==> src/rtl/iiitb_gc_pkg.sv <==
// Shared constants and Gray-code helpers for the iiitb_gc counter.
package iiitb_gc_pkg;

  localparam int DEFAULT_WIDTH = 8;

  // Binary to Gray: each Gray bit is the XOR of adjacent binary bits; MSB passes through.
  function automatic logic [DEFAULT_WIDTH-1:0] bin2gray(input logic [DEFAULT_WIDTH-1:0] bin);
    return bin ^ (bin >> 1);
  endfunction

  // Gray to binary: prefix XOR running down from the MSB.
  function automatic logic [DEFAULT_WIDTH-1:0] gray2bin(input logic [DEFAULT_WIDTH-1:0] gray);
    logic [DEFAULT_WIDTH-1:0] bin;
    bin[DEFAULT_WIDTH-1] = gray[DEFAULT_WIDTH-1];
    for (int i = DEFAULT_WIDTH - 2; i >= 0; i--) begin
      bin[i] = bin[i+1] ^ gray[i];
    end
    return bin;
  endfunction

endpackage

==> src/rtl/iiitb_gc_bin2gray.sv <==
// Purely combinational binary-to-Gray converter of arbitrary width.
module iiitb_gc_bin2gray #(
  parameter int WIDTH = 8
) (
  input  logic [WIDTH-1:0] bin,
  output logic [WIDTH-1:0] gray
);

  // Logical shift keeps the Gray MSB equal to the binary MSB.
  assign gray = bin ^ (bin >> 1);

endmodule

==> src/rtl/iiitb_gc.sv <==
// Enable-gated free-running Gray-code up-counter with a registered Gray output.
// The Gray value is derived from the next binary count so both registers
// update on the same edge with no extra latency.
module iiitb_gc
  import iiitb_gc_pkg::*;
#(
  parameter int WIDTH = DEFAULT_WIDTH
) (
  input  logic             clk,
  input  logic             enable,
  input  logic             reset,
  output logic [WIDTH-1:0] gray_count
);

  logic [WIDTH-1:0] bin_q;
  logic [WIDTH-1:0] bin_next;
  logic [WIDTH-1:0] gray_next;

  // Increment wraps naturally at 2^WIDTH through truncation.
  assign bin_next = bin_q + WIDTH'(1);

  iiitb_gc_bin2gray #(
    .WIDTH (WIDTH)
  ) u_bin2gray (
    .bin  (bin_next),
    .gray (gray_next)
  );

  // Reset wins over enable; with enable low both registers hold.
  always_ff @(posedge clk) begin
    if (reset) begin
      bin_q      <= '0;
      gray_count <= '0;
    end else if (enable) begin
      bin_q      <= bin_next;
      gray_count <= gray_next;
    end
  end

endmodule

==> config.mk <==
export PLATFORM = sky130hd
export DESIGN_NAME = iiitb_gc
export DESIGN_NICKNAME = d
export VERILOG_FILES = /design/src/rtl/iiitb_gc_pkg.sv /design/src/rtl/iiitb_gc_bin2gray.sv /design/src/rtl/iiitb_gc.sv
export SDC_FILE = /design/constraint.sdc
export NUM_CORES = 1
export LEC_CHECK = 0
export ABC_AREA = 1
export BUFFER_PORTS_ARGS = -buffer_cell sky130_fd_sc_hd__buf_2
export CAP_MARGIN = 15
export CELL_PAD_IN_SITES_DETAIL_PLACEMENT = 1
export CELL_PAD_IN_SITES_GLOBAL_PLACEMENT = 1
export CORE_MARGIN = 2
export CORE_UTILIZATION = 34
export CTS_CLUSTER_SIZE = 28
export DETAILED_ROUTE_END_ITERATION = 7
export PLACE_DENSITY = 0.68
export SYNTH_ARGS = -nofsm -noshare
export SYNTH_HDL_FRONTEND = slang
export SYNTH_HIERARCHICAL = 1
export SYNTH_SLANG_ARGS = --single-unit
==> constraint.sdc <==
create_clock -name clk -period 1.3 [get_ports clk]
set_input_delay 0 -clock clk [delete_from_list [all_inputs] [get_ports clk]]
set_output_delay 0 -clock clk [all_outputs]
set_load 0.1 [all_outputs]
==> results.cfg <==
[status]
outcome = finished with violations
failed_checks = setup timing

[placed_design]
dpl_cell_area_sq_um = 952
dp_hpwl_um = 1570
post-place-ws_ns = -0.0889
place_congestion = 0.680
portBuffers = 10
dp_cells = 178

[global_route]
grt_pass1_wl_um = 3770
antenna_found_initial = 0
grt_overflow = 0
grtUsageTotal_pct = 18.6
grt_max_degree = 19
grt_pass1_vias = 853

[synthesis]
async_reset_ff_share_pct = 0
synth_area_sq_um = 833
avgSynthCellArea_sq_um = 6.08
synth_edf_count = 0
synth-seq-cells = 16
post-synth-top-count-cell = nand2_1
synth_nets = 141
synth_area_leaders = dfxtp_1 (38%), nand2_1 (27%), a21oi_1 (9.0%)
synth_ff_type = dfxtp_1
synth_area_leader_cell = dfxtp_1
synth_top_area_share_pct = 38.4
ys_types = 16
postSynthCellCount = 137
synthTopCellsByCount = nand2_1 (60), inv_1 (20), dfxtp_1 (16)
synth-seq-area-share_pct = 38.4
ys_warn_count = 6

[cts]
path_clk_slew_ns = 0.10
cts-htree-levels = 1
clockBufferDepth = 2
clock_tree.root_cell = clkbuf_4
cts_tree = done
cts_buffers = 3
hold_buffers = 0
insertion_delay_ns = 0.29
clkSinkCount = 16

[layout]
syn_to_final_growth_pct = 41.1
final_layout_size_suffix_gt1_share_pct = 36.7
final_design_area_no_fill_sq_um = 1180
final-instance-count-excl-fill = 186
fin_nets = 163
antennaDiodeCount = 0

[critical_path]
worstSetupEndpoint = gray_count[5]
reg2reg_to = gray_count[5]
cpMostUsedCell = nand2_1
crit_required_ns = 1.48
cp_num_cells = 10
cp_slowest_cell = dfxtp_2
arrival_ns = 1.51
startpoint_type = register
r2r_slack_ns = -0.04
crit_start = bin_q[0]
slowest_delay_ns = 0.38
r2r_start = bin_q[0]
cp_num_buf_inv = 1
crit_chain = ha_4 -> nand3_4 -> nor2_1 -> nand2_1 -> nand2_2 -> inv_2 -> nand2_1 -> nand2_1 -> nand2_1 -> a21oi_1
crit_family = simple AND/OR/NAND/NOR gates
end_kind = register
critical_path_class = reg -> reg
r2r_cells = 10
critPathMaxFanout = 3

[sta]
finClkSkew_ns = 0.00347
slew_headroom_pct = 67.5
grt_setup_unrepaired = yes
worst_slew_pin_slew_ns = 0.491
fin_ws_ns = -0.0393
post-route-min-period_ns = 1.34
final-setup-viol-count = 2
hold_violations = 0
slew_violations = 0
fmax_mhz = 747
layout_worst_path_cycle_share_pct = 103

[routing]
viasPerCell = 4.85
ant_nets = 0
drt_iter0_drc = 6
drt_pass1_iterations = 4
wl_um = 2450
wl_per_cell_um = 13.2
drc = 0
vias = 903

[floorplanning]
die_area_sq_um = 2860
rows = 17
initial_utilization_pct = 37.0
core_sq_um = 2250
ios = 11
die_width_um = 53.5
die_y_um = 53.5

[power]
power_leakage_nw = 0.560
peakVddDrop_mv = 0.514
totalPowerFinal_mw = 1.24
powerDensity_nw_per_um2 = 1060

[min_path]
hp-class = in -> reg

[job]
max_cap_violations = 0
==> routing by layer <==
metal / share of wire (%) / track usage (%) / up-vias
met5: 0 / 0 / -
met4: 1.5 / 5.13 / 0
met3: 2.4 / 5.08 / 6
met2: 56 / 33.3 / 9
met1: 40 / 21.4 / 425
li1: - / - / 463
==> worst min path at each step <==
stage / startpoint / to / slack (ns) / cells past startpoint
after global placement: enable / gray_count[2] / 0.35 / 3
final: enable / gray_count[2] / 0.04 / 3
after detailed placement: enable / gray_count[2] / 0.36 / 3
after CTS: enable / bin_q[0] / 0.02 / 3
after global routing: enable / gray_count[2] / 0.03 / 3
after floorplan: enable / bin_q[7] / 0.16 / 3
==> tightest hold or removal path, cell delays in order <==
cell and delay [ns]:
buf_2 0.17, nand2_1 0.07, a21oi_1 0.05
==> state kept, by name (all words and copies together), names as in the netlist <==
signal,cells
bin_q,8
gray_count,8
==> power by group <==
group	leakage (nW)	internal [mW]	switching [mW]
Combinational	0.405	0.104	0.249
Clock	0.0210	0.171	0.166
Sequential	0.134	0.524	0.0290
Total	0.560	0.799	0.444
==> cell families after synthesis <==
logic type	after synthesis	share of synthesized area, %
flip-flops	16	38.4
AO/OA/AOI/OAI	20	12.0
buffers and inverters	26	12.6
XOR/XNOR	1	1.05
AND/OR/NAND/NOR	73	34.4
adder cells (fa/ha/maj)	1	1.50
==> cells in the final DEF (no fill, tap or decap), drive strengths merged, types with 4 or more instances in the layout <==
master / synthesis / layout
o21ai: 5 / 5
nand3: 6 / 6
clkbuf: 0 / 4
nand2: 60 / 60
nor2: 6 / 6
buf: 5 / 22
a21oi: 15 / 15
dfxtp: 16 / 16
inv: 21 / 21
==> final cells by class <==
type | instances | area [sq um]
multi-input combinational | 95 | 542
fill | 298 | 1080
clock buffer | 4 | 36.3
tap | 28 | 35.0
timing repair buffer | 22 | 151
sequential | 16 | 330
inverter | 21 | 81.3
==> through the flow <==
stage | TNS (ns) | hold WS (ns) | util, %
3_3_place_gp | -0.142 | 0.352 | 42.2
5_1_grt | -0.513 | 0.0322 | 52.2
3_5_place_dp | -0.254 | 0.361 | 42.2
2_1_floorplan | 0 | 0.162 | -
4_1_cts | 0 | 0.0239 | 47.2
6_report | -0.0741 | 0.0369 | 52.2
==> what timing repair did <==
action / 4_1_cts / 5_1_grt
gates resized for setup: 19 / 27
buffers inserted: 0 / 4
pin swaps: 4 / 22
endpoints found under the setup margin: 6 / 7
Power figures use the tool's default switching activity.
